==> src/rtl/pipe_stage_skid_reg.sv <==
// Pipeline stage register with valid/ready handshake, 2-entry skid buffer, flush and
// saturating stall counter. Each operand channel and the control bundle use one lane instance.

module pipe_stage_skid_lane #(
  parameter int W = 32
) (
  input  logic         clk,
  input  logic         reset,
  input  logic         ld_main_i,   // upstream word -> main
  input  logic         ld_s2m_i,    // skid word -> main
  input  logic         ld_skid_i,   // upstream word -> skid
  input  logic [W-1:0] d_i,
  output logic [W-1:0] q_o
);
  logic [W-1:0] m_q, s_q;

  always_ff @(posedge clk) begin
    if (reset) begin
      m_q <= '0;
      s_q <= '0;
    end else begin
      if (ld_s2m_i)       m_q <= s_q;
      else if (ld_main_i) m_q <= d_i;
      if (ld_skid_i)      s_q <= d_i;
    end
  end

  assign q_o = m_q;
endmodule

module pipe_stage_skid_reg #(
  parameter int               CTRL_W    = 11,
  parameter int               DATA_W    = 32,
  parameter int               NUM_CH    = 3,
  parameter logic [CTRL_W-1:0] KILL_MASK = 11'b110_0000_0010,
  parameter int               CNT_W     = 16
) (
  input  logic                     clk,
  input  logic                     reset,
  input  logic                     in_valid,
  output logic                     in_ready,
  input  logic [CTRL_W-1:0]        in_ctrl,
  input  logic [NUM_CH*DATA_W-1:0] in_data,
  input  logic                     flush,
  output logic                     out_valid,
  input  logic                     out_ready,
  output logic [CTRL_W-1:0]        out_ctrl,
  output logic [NUM_CH*DATA_W-1:0] out_data,
  input  logic                     cnt_clear,
  output logic [CNT_W-1:0]         stall_cnt
);
  logic m_valid_q, m_valid_d, s_valid_q, s_valid_d;
  logic ld_main, ld_s2m, ld_skid, accept;
  logic [CNT_W-1:0] cnt_q, cnt_d;
  logic [CTRL_W-1:0] m_ctrl;
  logic [NUM_CH-1:0][DATA_W-1:0] m_data;

  assign accept = in_valid & ~s_valid_q;

  // Skid only fills while main is held, so "main free" with skid full always drains skid first.
  always_comb begin
    m_valid_d = m_valid_q;
    s_valid_d = s_valid_q;
    ld_main   = 1'b0;
    ld_s2m    = 1'b0;
    ld_skid   = 1'b0;
    if (flush) begin
      m_valid_d = 1'b0;
      s_valid_d = 1'b0;
    end else if (!m_valid_q || out_ready) begin
      if (s_valid_q) begin
        ld_s2m    = 1'b1;
        m_valid_d = 1'b1;
        s_valid_d = 1'b0;
      end else if (accept) begin
        ld_main   = 1'b1;
        m_valid_d = 1'b1;
      end else begin
        m_valid_d = 1'b0;
      end
    end else if (accept) begin
      ld_skid   = 1'b1;
      s_valid_d = 1'b1;
    end
  end

  always_comb begin
    cnt_d = cnt_q;
    if (cnt_clear)
      cnt_d = '0;
    else if (m_valid_q && !out_ready && cnt_q != {CNT_W{1'b1}})
      cnt_d = cnt_q + 1'b1;
  end

  always_ff @(posedge clk) begin
    if (reset) begin
      m_valid_q <= 1'b0;
      s_valid_q <= 1'b0;
      cnt_q     <= '0;
    end else begin
      m_valid_q <= m_valid_d;
      s_valid_q <= s_valid_d;
      cnt_q     <= cnt_d;
    end
  end

  pipe_stage_skid_lane #(.W(CTRL_W)) u_ctrl (
    .clk(clk), .reset(reset), .ld_main_i(ld_main), .ld_s2m_i(ld_s2m), .ld_skid_i(ld_skid),
    .d_i(in_ctrl), .q_o(m_ctrl)
  );

  for (genvar ch = 0; ch < NUM_CH; ch++) begin : g_ch
    pipe_stage_skid_lane #(.W(DATA_W)) u_lane (
      .clk(clk), .reset(reset), .ld_main_i(ld_main), .ld_s2m_i(ld_s2m), .ld_skid_i(ld_skid),
      .d_i(in_data[ch*DATA_W +: DATA_W]), .q_o(m_data[ch])
    );
  end

  assign in_ready  = ~s_valid_q;
  assign out_valid = m_valid_q;
  // Stale ctrl after a drain or flush must not be able to write state downstream.
  assign out_ctrl  = m_ctrl & ~(KILL_MASK & {CTRL_W{~m_valid_q}});
  assign out_data  = m_data;
  assign stall_cnt = cnt_q;
endmodule

==> config.mk <==
export PLATFORM = sky130hd
export DESIGN_NAME = pipe_stage_skid_reg
export DESIGN_NICKNAME = d
export VERILOG_FILES = /design/src/rtl/pipe_stage_skid_reg.sv
export SDC_FILE = /design/constraint.sdc
export NUM_CORES = 1
export LEC_CHECK = 0
export CAP_MARGIN = 15
export CORE_MARGIN = 4
export CORE_UTILIZATION = 44
export DETAILED_ROUTE_END_ITERATION = 7
export GPL_TIMING_DRIVEN = 0
export MAX_ROUTING_LAYER = met4
export PLACE_DENSITY = 0.83
export RECOVER_POWER = 25
export REMOVE_ABC_BUFFERS = 1
export SLEW_MARGIN = 40
export SYNTH_ARGS = -nofsm -noshare
export SYNTH_HDL_FRONTEND = slang
export SYNTH_SLANG_ARGS = --single-unit
==> constraint.sdc <==
create_clock -name clk -period 1.9 [get_ports clk]
set_clock_uncertainty 0.2 [all_clocks]
set_input_delay 0.475 -clock clk [delete_from_list [all_inputs] [get_ports clk]]
set_output_delay 0.475 -clock clk [all_outputs]
set_load 0.02 [all_outputs]
==> reports/results.tsv, run 1 <==
stage	metric	value	unit
outcome	status	complete, but fails checks	
outcome	failing checks	negative setup slack	
sta	Max Clock Freq	0.505	GHz
critical_path	Arr. time, crit path	2.16	ns
route	Detailed Route Iter0 Violations	781	
clock_network	Clock Path Buffers	3	
critical_path	critical path's most frequent cell	buf_12	
global_route	grt total ovfl	0	
sta	fin. max-slew vios	0	
route	wire per inst	21.1	um
sta	Min Hold Slack	0.0782	ns
place	dpl hpwl	17100	um
worst_hold_path	Hold Path End	g_ch[2].u_lane.q_o[9]	
critical_path	Worst R2R Path Depth	7	
route	residual DRC count	0	
global_route	Tot GR Track Use	25.0	%
finish	multi-input logic area	0.00433	mm^2
sta	setup violation total in the final timing report	66	
route	DR pass1 iterations	6	
die	# rows	51	
worst_hold_path	hold_sp	reset	
route	vias	9670	
place	final RePlAce weighted congestion	0.846	
die	die width	150	um
die	core area	0.0197	mm^2
critical_path	Startpoint Class	flip-flop	
run	Max-Cap Viols	0	
die	Die ar.	0.0226	mm^2
sta	final worst-path cycle share	104	%
critical_path	slowest CP cell	or3_4	
power_and_ir_drop	Final Power	0.0111	W
finish	ratio of cells with drive above 1 in the final layout	22.0	%
power_and_ir_drop	Reg power frac	45.4	%
route	Total Wirelength	33900	um
global_route	initial antenna violation count	2	
power_and_ir_drop	pwr/cell area	818	mW/mm^2
yosys	Syn Area/Cell	8.29	um^2
sta	final hold vios	0	
critical_path	max incr delay on CP	0.49	ns
finish	fillers	1421	
critical_path	kind of critical path	reg2reg	
sta	RSZ-0062 raised after global routing	yes	
sta	minimum clock period	1.98	ns
yosys	area of the mapped netlist	0.00890	mm^2
yosys	Synth Instances	1073	
finish	Reg area	0.00469	mm^2
global_route	largest net degree at the start of global routing	100	
critical_path	CP Data Required Time	2.08	ns
global_route	first-pass GRT wire length	45300	um
finish	P&R area growth vs syn	53.1	%
power_and_ir_drop	Comb power frac	11.3	%
finish	most frequent cells in the layout	nand2_1, dfxtp_1, a21oi_1	
critical_path	crit end category	flip-flop	
finish	Nets	1435	
clock_network	Num CTS Buffers	24	
die	Initial Utilization	45.3	%
place	port bufs	237	
critical_path	critical-path cell list	nor2b_4 -> buf_12 -> buf_12 -> or3_4 -> clkbuf_16 -> nand2_1 -> a21oi_2	
power_and_ir_drop	Int Power	0.00843	W
sta	worst slew pin tran	0.606	ns
clock_network	Clk Latency, worst-skew pair	0.50	ns
power_and_ir_drop	peak supply drop	0.000669	V
finish	final core utilization	69.3	%
power_and_ir_drop	Psw	0.00271	W
power_and_ir_drop	fraction of power consumed by the clock network	43.3	%
yosys	post-synthesis sequential area ratio	52.2	%
yosys	EDFF count, synth	0	
yosys	Netlist cell types	39	
clock_network	Worst-path clk slew	0.06	ns
critical_path	Critical R2R Launch	out_valid	
yosys	Ys Warns	0	
clock_network	CTS tree	built	
sta	slew margin rel.	59.6	%
worst_hold_path	HP Class	in2reg	
yosys	ys async rst share	0	%
critical_path	worst-path fanout max	7	
sta	Setup WS post-layout	-0.0821	ns
power_and_ir_drop	Leakage Power	4.84	nW
critical_path	reg2reg end	g_ch[2].u_lane.q_o[12]	
clock_network	clk root buf	clkbuf_16	
die	# IOs	238	
clock_network	Max H-tree Level	1	
finish	most common cell after layout, fill and taps aside	nand2_1	
route	Detail Route Antenna Nets	0	
route	vias per inst	6.02	
worst_hold_path	Hold Path Stages	2	
global_route	vias in the first global route	8864	
yosys	main flop type after synthesis	dfxtp_1	
die	Die H	150	um
clock_network	CTS Sinks	232	
critical_path	reg-to-reg slack, setup	-0.08	ns
yosys	#FFs+latches synth	232	
power_and_ir_drop	Switching Share	24.3	%
clock_network	hold buffers post-CTS	0	
## cell families after synthesis
kind of cell	count (synthesis)	synth area share, %
simple gates	381	17.6
compound gates	350	24.6
flops	232	52.2
buf+inv	106	5.17
mux	2	0.225
xor+xnor	1	0.0984
fa+ha+maj	1	0.141
## area by class of cell
| class | instances | share of cell area, % |
|---|---|---|
| diodes | 2 | 0.0367 |
| well taps | 265 | 2.43 |
| inverters | 2 | 0.175 |
| repair inverters | 2 | 0.129 |
| repair buffers | 318 | 24.8 |
| flip-flops and latches | 232 | 34.5 |
| clock buffers | 37 | 5.81 |
| multi-input cells | 741 | 31.8 |
| clock inverters | 7 | 0.303 |
## critical path, delay by kind of cell, from the launching register on
kind,cells,cell delay (ns)
AO/OA/AOI/OAI,1,0.06
buffers and inverters,3,0.48
flip-flops,1,0.37
AND/OR/NAND/NOR,3,0.72
## stage by stage
step	setup WS [ns]	std cells	cell area (um^2)	TNS, ns
after floorplan	-3.01	969	8450	-490.22
after global placement	-6.23	1471	11100	-1270.82
after detailed placement	-1.42	1498	11600	-241.71
after CTS	-0.0180	1567	12700	-0.0512
after global routing	-0.114	1606	13600	-5.87
final	-0.0821	1606	13600	-2.69
## synthesized netlist by cell type (2+ instances only)
master / instances / area, um^2
a21oi_1: 224 / 1120
mux2i_1: 2 / 20.0
nor2_1: 6 / 22.5
nand2_1: 328 / 1230
buf_4: 8 / 60.1
buf_2: 20 / 100
nand4_1: 6 / 37.5
nor3_2: 2 / 20.0
and2_1: 4 / 25.0
nand3_1: 8 / 40.0
or4_1: 4 / 30.0
o221ai_1: 107 / 937
and3_1: 2 / 12.5
o21a_1: 3 / 22.5
or3_1: 9 / 56.3
o21ai_0: 7 / 35.0
buf_1: 2 / 7.51
dfxtp_1: 232 / 4640
nor4_1: 4 / 25.0
o31ai_1: 4 / 30.0
clkbuf_1: 73 / 274
## layer usage
| metal | vias up | track usage (%) | routed length [um] |
|---|---|---|---|
| met5 | - | - | 0 |
| met4 | 0 | 8.46 | 1710 |
| met3 | 143 | 5.69 | 3490 |
| met2 | 609 | 41.8 | 16500 |
| met1 | 4585 | 30.0 | 12200 |
| li1 | 4333 | - | - |
## worst max path at each step
stage / end / start / depth (start not counted) / slack (ns)
2_1_floorplan: g_ch[0].u_lane.q_o[31] / s_valid_q / 4 / -3.01
6_report: g_ch[2].u_lane.q_o[12] / out_valid / 7 / -0.08
3_3_place_gp: g_ch[0].u_lane.q_o[18] / s_valid_q / 4 / -6.23
5_1_grt: g_ch[2].u_lane.q_o[30] / out_valid / 9 / -0.11
3_5_place_dp: g_ch[2].u_lane.q_o[31] / out_ready / 10 / -1.42
4_1_cts: g_ch[2].u_lane.q_o[2] / out_valid / 8 / -0.02
## sequential cells by signal, indices dropped and copies added, names as in the netlist
signal and flops:
out_valid 1, s_valid_q 1, stall_cnt 16, u_ctrl.q_o 11, g_ch.u_lane.q_o 96, g_ch.u_lane.s_q 96, u_ctrl.s_q 11
## timing repair
| item | in CTS | in global routing |
|---|---|---|
| gates resized for setup | 235 | 209 |
| endpoints found under the setup margin | 354 | 151 |
| pin swaps | 7 | 44 |
| buffers inserted | 25 | 17 |
| gates cloned | 5 | 21 |
## power groups by stage
stage                     sequential (W)  clock (W)  combinational [W]
after floorplan                  0.00529          0           0.000251
after global placement           0.00517          0            0.00103
after detailed placement         0.00517          0            0.00107
after CTS                        0.00505    0.00489            0.00105
after global routing             0.00507    0.00510            0.00132
final                            0.00506    0.00483            0.00125
(Power assumes the default switching activity.)
==> inputs of run 2 (changes only) <==
- CORE_UTILIZATION: 44 -> 48
- PLACE_DENSITY: 0.83 -> 0.85
- REMOVE_ABC_BUFFERS: 1 -> default
- clock period: 1.9 -> 2.2 ns (I/O delays scaled with it)
==> run 2 against run 1 <==
  * The flow now finishes without violations
  * Count of clock-buffer cells in the layout fell by 4
  * Critical path type is now reg2out
  * Sequential power fell by 14%
  * Utilization fell by 1.1 points
  * Critical endpoint is now in_ready
  * Clock power fell by 16%
  * Non-clock buffer count rose by 24
  * Final area fell by 9.4%
  * Hold slack improved by 0.17 ns
  * First-iteration DRC count fell by 36%
  * Largest power group unchanged
  * Largest cell class unchanged
==> reports/results.tsv, run 2 (synthesis results as in run 1) <==
stage	metric	value	unit	change
outcome	status	finished, final reports clean		
sta	worst slew pin tran	0.624	ns	+0.0179 ns
global_route	grt met2 use	44.0	%	+2.2 points
critical_path	max incr delay on CP	0.36	ns	-0.13 ns
critical_path	Bufs and invs on worst path	3		unchanged
die	Die ar.	0.0208	mm^2	-7.9%
power_and_ir_drop	Reg power frac	46.9	%	+1.5 points
critical_path	kind of critical path	reg2out		
power_and_ir_drop	Int Power	0.00714	W	-15%
finish	multi-input logic area	0.00386	mm^2	-11%
global_route	GR Layer Usage met3	4.89	%	-0.80 points
finish	Reg area	0.00465	mm^2	-1.0%
finish	fin area	0.0123	mm^2	-9.4%
sta	slew margin rel.	58.4	%	-1.2 points
clock_network	CTS Sinks	232		unchanged
route	Detail Route Antenna Nets	0		unchanged
place	port bufs	237		unchanged
finish	most frequent cells in the layout	nand2_1, dfxtp_1, a21oi_1		
power_and_ir_drop	Leakage Power	4.66	nW	-3.8%
run	Max-Cap Viols	0		unchanged
power_and_ir_drop	pwr/cell area	755	mW/mm^2	-7.7%
global_route	first-pass GRT wire length	44700	um	-1.4%
die	Initial Utilization	49.2	%	+3.9 points
clock_network	clk root buf	clkbuf_16		
global_route	grt total ovfl	0		unchanged
route	vias per inst	5.75		-4.4%
finish	Non-Filler Instances	1582		-1.5%
sta	Max Clock Freq	0.466	GHz	
sta	Setup WS post-layout	0.0533	ns	+0.135 ns
worst_hold_path	Hold Path End	g_ch[0].u_lane.q_o[11]		
critical_path	Startpoint Class	flip-flop		
power_and_ir_drop	fraction of power consumed by the clock network	43.5	%	+0.2 points
sta	RSZ-0062 raised after global routing	yes		
critical_path	Arr. time, crit path	1.40	ns	-0.76 ns
die	Die H	144	um	-4.0%
place	placed insts	1539		+2.7%
place	final RePlAce weighted congestion	0.838		-0.97%
die	die width	144	um	-4.0%
global_route	largest net degree at the start of global routing	15		-85%
clock_network	Num CTS Buffers	24		unchanged
critical_path	Worst R2R Path Depth	5		-2
power_and_ir_drop	Psw	0.00218	W	-20%
finish	fillers	1511		+6.3%
critical_path	CP delay by family, top	buffers and inverters		
critical_path	reg2reg end	stall_cnt[15]		
route	residual DRC count	0		unchanged
global_route	vias in the first global route	8781		-0.94%
finish	most common cell after layout, fill and taps aside	nand2_1		
worst_hold_path	hold_sp	g_ch[0].u_lane.q_o[11]		
route	vias	9102		-5.9%
finish	P&R area growth vs syn	38.7	%	
critical_path	Critical R2R Launch	stall_cnt[3]		
critical_path	crit end category	output pin		
global_route	initial antenna violation count	1		-1
place	dpl hpwl	19600	um	+15%
route	Total Wirelength	28400	um	-16%
critical_path	CP Data Required Time	1.45	ns	-0.63 ns
sta	final hold vios	0		unchanged
place	dpl ws	-0.981	ns	+0.437 ns
die	core area	0.0181	mm^2	-8.0%
clock_network	CTS tree	built		
clock_network	Max H-tree Level	1		unchanged
clock_network	Worst-path clk slew	0.06	ns	about the same
clock_network	Clk Latency, worst-skew pair	0.51	ns	about the same
global_route	grt peak-use layer	met2		
sta	minimum clock period	2.15	ns	
worst_hold_path	HP Class	reg2reg		
clock_network	hold buffers post-CTS	0		unchanged
sta	fin. max-slew vios	0		unchanged
power_and_ir_drop	Comb power frac	9.6	%	-1.7 points
worst_hold_path	Hold Path Stages	2		unchanged
global_route	met1 GRT Util	35.1	%	+5.0 points
finish	Nets	1451		+1.1%
sta	final worst-path cycle share	97.6	%	
route	Detailed Route Iter0 Violations	503		-36%
power_and_ir_drop	peak supply drop	0.000545	V	-19%
critical_path	reg-to-reg slack, setup	0.13	ns	+0.21 ns
route	DR pass1 iterations	6		unchanged
global_route	Tot GR Track Use	26.9	%	+1.9 points
sta	setup violation total in the final timing report	0		-100%
route	wire per inst	17.9	um	-15%
die	# rows	49		-3.9%
finish	ratio of cells with drive above 1 in the final layout	8.06	%	-14 points
finish	final core utilization	68.2	%	-1.1 points
critical_path	critical-path cell list	inv_4 -> buf_8 -> buf_2		
die	# IOs	238		unchanged
power_and_ir_drop	Switching Share	23.3	%	-0.95 points
sta	Min Hold Slack	0.247	ns	+0.168 ns
yosys	syn nets	1187		
critical_path	worst-path fanout max	10		+3
critical_path	slowest CP cell	dfxtp_1		
place	DP Area	0.0116	mm^2	-0.41%
clock_network	Clock Path Buffers	3		unchanged
run 2: cell types whose count changed in the layout (fill, tap and decap cells not counted), sizes merged:
cell           before  now
clkbuf             78  114
nand3               9    8
inv                 5    2
diode               2    1
buf                77   30
bufinv              0    2
and3                3    2
or3                14   10
clkdlybuf4s15      46    0
dlygate4sd2        46  118
clkdlybuf4s50     108  111
dlymetal6s2s        0    2
run 2: routing by layer:
metal  share of wire, %  vias to the layer above
li1                   -                     4341
met1                 42                     4322
met2                 48                      390
met3                7.5                       49
met4                2.1                        0
met5                  0                        -
run 2: worst register-to-register path, delay by kind of cell, from the launching register on:
| family | cells | cell delay (ns) |
|---|---|---|
| buffers and inverters | 1 | 0.15 |
| AND/OR/NAND/NOR | 3 | 1.04 |
| flip-flops | 1 | 0.46 |
| AO/OA/AOI/OAI | 1 | 0.15 |
run 2: what timing repair did:
action,in CTS,in global routing
pin swaps,2,2
gates resized for setup,148,50
buffers inserted,3,0
endpoints found under the setup margin,302,200
run 2: stage by stage:
step	setup TNS [ns]	power, W
finish	0	0.00932
global route	-0.0365	0.00962
CTS	0	0.00937
detailed placement	-169.79	0.00539
global placement	-156.62	0.00538
floorplan	0	0.00486
run 2: worst max path at each step:
stage | from | to | slack (ns) | cells after the start
final | s_valid_q | in_ready | 0.05 | 3
after global routing | out_ready | g_ch[1].u_lane.s_q[4] | -0.01 | 8
after CTS | g_ch[2].u_lane.q_o[9] | out_data[73] | 0.001 | 1
after detailed placement | out_ready | g_ch[0].u_lane.q_o[10] | -0.98 | 8
after global placement | out_ready | g_ch[1].u_lane.q_o[30] | -0.94 | 8
after floorplan | stall_cnt[0] | stall_cnt[1] | 0.07 | 6
run 2: cell type report:
| cell class | instances | share of cell area [%] |
|---|---|---|
| Antenna cell | 1 | 0.0203 |
| Buffer | 102 | 4.23 |
| Clock buffer | 33 | 5.64 |
| Clock inverter | 8 | 0.750 |
| Inverter | 2 | 0.0811 |
| Multi-Input combinational cell | 735 | 31.3 |
| Sequential cell | 232 | 37.6 |
| Tap cell | 229 | 2.32 |
| Timing Repair Buffer | 240 | 18.1 |
run 2: power groups by stage:
stage	logic, W	clock network, W	registers, W
2_1_floorplan	0.000299	0	0.00456
3_3_place_gp	0.000921	0	0.00446
3_5_place_dp	0.000932	0	0.00446
4_1_cts	0.000890	0.00412	0.00437
6_report	0.000893	0.00406	0.00437
5_1_grt	0.000958	0.00428	0.00438
==> inputs of run 3 (changes only) <==
- SLEW_MARGIN: 40 -> 10
==> run 3 against run 2 <==
  * Sequential share of layout area shrank 0.061 points
  * Flip-flop and latch count is the same
  * Non-clock buffer count is the same
  * Die area is the same
  * Worst setup slack lost 0.0030 ns
  * Highest routed layer unchanged
  * Sequential power is essentially flat
  * Critical path depth shrank 1
  * Count of clock-buffer cells in the layout is the same
==> reports/results.tsv, run 3 (synthesis results as in run 1) <==
stage	metric	value	unit	change
place	dpl hpwl	19600	um	unchanged
die	die width	144	um	unchanged
sta	setup violation total in the final timing report	0		unchanged
clock_network	Num CTS Buffers	24		unchanged
clock_network	Clk Latency, worst-skew pair	0.51	ns	about the same
die	# IOs	238		unchanged
power_and_ir_drop	peak supply drop	0.000550	V	+1.0%
route	Detailed Route Iter0 Violations	459		-8.7%
place	port bufs	237		unchanged
finish	ratio of cells with drive above 1 in the final layout	8.43	%	+0.37 points
sta	final worst-path cycle share	97.7	%	+0.14 points
power_and_ir_drop	pwr/cell area	754	mW/mm^2	-0.14%
sta	Min Hold Slack	0.246	ns	-0.000596 ns
die	Die H	144	um	unchanged
place	dpl ws	-0.981	ns	unchanged
clock_network	clk root buf	clkbuf_16		
finish	most frequent cells in the layout	nand2_1, dfxtp_1, a21oi_1		
run	Max-Cap Viols	0		unchanged
worst_hold_path	Hold Path Stages	2		unchanged
global_route	initial antenna violation count	1		unchanged
sta	Max Clock Freq	0.465	GHz	-0.14%
die	# rows	49		unchanged
finish	Non-Filler Instances	1582		unchanged
finish	most common cell after layout, fill and taps aside	nand2_1		
route	DR pass1 iterations	6		unchanged
die	core area	0.0181	mm^2	unchanged
die	Die ar.	0.0208	mm^2	unchanged
critical_path	worst-path fanout max	6		-4
power_and_ir_drop	Psw	0.00218	W	about the same
sta	Setup WS post-layout	0.0503	ns	-0.00301 ns
sta	final hold vios	0		unchanged
route	vias	9069		-0.36%
critical_path	reg-to-reg slack, setup	0.12	ns	about the same
sta	RSZ-0062 raised after global routing	yes		
sta	worst slew pin tran	0.613	ns	-0.0104 ns
sta	fin. max-slew vios	0		unchanged
critical_path	crit end category	output pin		
critical_path	reg2reg end	u_ctrl.s_q[5]		
clock_network	hold buffers post-CTS	0		unchanged
worst_hold_path	Hold Path End	g_ch[0].u_lane.q_o[11]		
route	Total Wirelength	28400	um	+0.23%
place	placed insts	1539		unchanged
clock_network	CTS tree	built		
outcome	status	finished, final reports clean		
clock_network	Clock Path Buffers	3		unchanged
critical_path	crit path from	out_valid		
global_route	Tot GR Track Use	26.9	%	unchanged
route	wire per inst	18.0	um	+0.23%
worst_hold_path	hold_sp	g_ch[0].u_lane.q_o[11]		
power_and_ir_drop	Switching Share	23.4	%	about the same
yosys	syn nets	1187		unchanged
clock_network	Max H-tree Level	1		unchanged
power_and_ir_drop	Int Power	0.00714	W	about the same
route	residual DRC count	0		unchanged
power_and_ir_drop	Reg power frac	46.9	%	about the same
global_route	grt total ovfl	0		unchanged
critical_path	kind of critical path	reg2out		
place	final RePlAce weighted congestion	0.838		unchanged
worst_hold_path	HP Class	reg2reg		
finish	Nets	1451		unchanged
critical_path	Startpoint Class	flip-flop		
finish	fillers	1507		-0.26%
finish	P&R area growth vs syn	38.9	%	
power_and_ir_drop	fraction of power consumed by the clock network	43.5	%	about the same
critical_path	CP Data Required Time	1.45	ns	about the same
finish	final core utilization	68.3	%	+0.11 points
route	Detail Route Antenna Nets	0		unchanged
critical_path	Critical R2R Launch	out_valid		
critical_path	Worst R2R Path Depth	8		+3
global_route	vias in the first global route	8781		unchanged
clock_network	CTS Sinks	232		unchanged
sta	minimum clock period	2.15	ns	+0.00301 ns
clock_network	Worst-path clk slew	0.06	ns	about the same
route	vias per inst	5.73		-0.36%
global_route	largest net degree at the start of global routing	15		unchanged
die	Initial Utilization	49.2	%	unchanged
global_route	first-pass GRT wire length	44700	um	unchanged
critical_path	Arr. time, crit path	1.40	ns	about the same
power_and_ir_drop	Leakage Power	4.66	nW	about the same
sta	slew margin rel.	59.1	%	+0.69 points
power_and_ir_drop	Comb power frac	9.6	%	about the same
==> run 3: changes by cell type in the layout (fill, tap and decap cells not counted) <==
cell | before | now
buf_4 | 13 | 11
clkbuf_1 | 59 | 55
clkbuf_2 | 19 | 23
buf_6 | 3 | 5
buf_2 | 12 | 7
clkbuf_4 | 7 | 13
dlymetal6s2s_1 | 2 | 1
==> run 3: worst max-delay path: stages (launching register included) <==
cell,delay [ns]
dfxtp_2,0.39
and2_1,0.13
dlygate4sd2_1,0.37
==> run 3: layer usage <==
metal / GRT usage (%) / vias up / wire length (um) / share of wire, %
li1: - / 4334 / - / -
met1: 35.1 / 4317 / 12000 / 42
met2: 44.0 / 371 / 13600 / 48
met3: 4.89 / 47 / 2200 / 7.7
met4: 6.38 / 0 / 578 / 2.0
met5: - / - / 0 / 0
==> run 3: how the worst max path moves through the flow <==
stage	end	cells after the start
after floorplan	stall_cnt[1]	6
after global placement	g_ch[1].u_lane.q_o[30]	8
after detailed placement	g_ch[0].u_lane.q_o[10]	8
after CTS	out_data[73]	1
after global routing	g_ch[2].u_lane.q_o[8]	8
final	out_ctrl[1]	2
==> run 3: power by group through the flow <==
stage	clock (W)	combinational [W]	sequential [W]
finish	0.00406	0.000895	0.00437
global route	0.00428	0.000960	0.00438
CTS	0.00412	0.000890	0.00437
detailed placement	0	0.000932	0.00446
global placement	0	0.000921	0.00446
floorplan	0	0.000299	0.00456
==> run 3: layout make-up <==
cell class	instances	area, um^2	share of cell area (%)
Tap cell	229	287	2.32
Clock inverter	8	92.6	0.749
Buffer	102	547	4.42
Sequential cell	232	4650	37.6
Timing Repair Buffer	240	2220	18.0
Multi-Input combinational cell	735	3860	31.2
Antenna cell	1	2.50	0.0202
Clock buffer	33	696	5.63
Inverter	2	10.0	0.0810
==> run 3: timing repair <==
action,in CTS,in global routing
setup endpoints to repair,302,205
resized for setup,148,70
setup buffers,3,0
pin swaps,2,1
==> run 3: metrics by stage <==
stage / area [um^2] / TNS (ns) / power [W]
finish: 12400 / 0 / 0.00932
global route: 12400 / -0.168 / 0.00962
global placement: 11600 / -156.62 / 0.00538
floorplan: 8900 / 0 / 0.00486
CTS: 12300 / 0 / 0.00937
detailed placement: 11600 / -169.79 / 0.00539
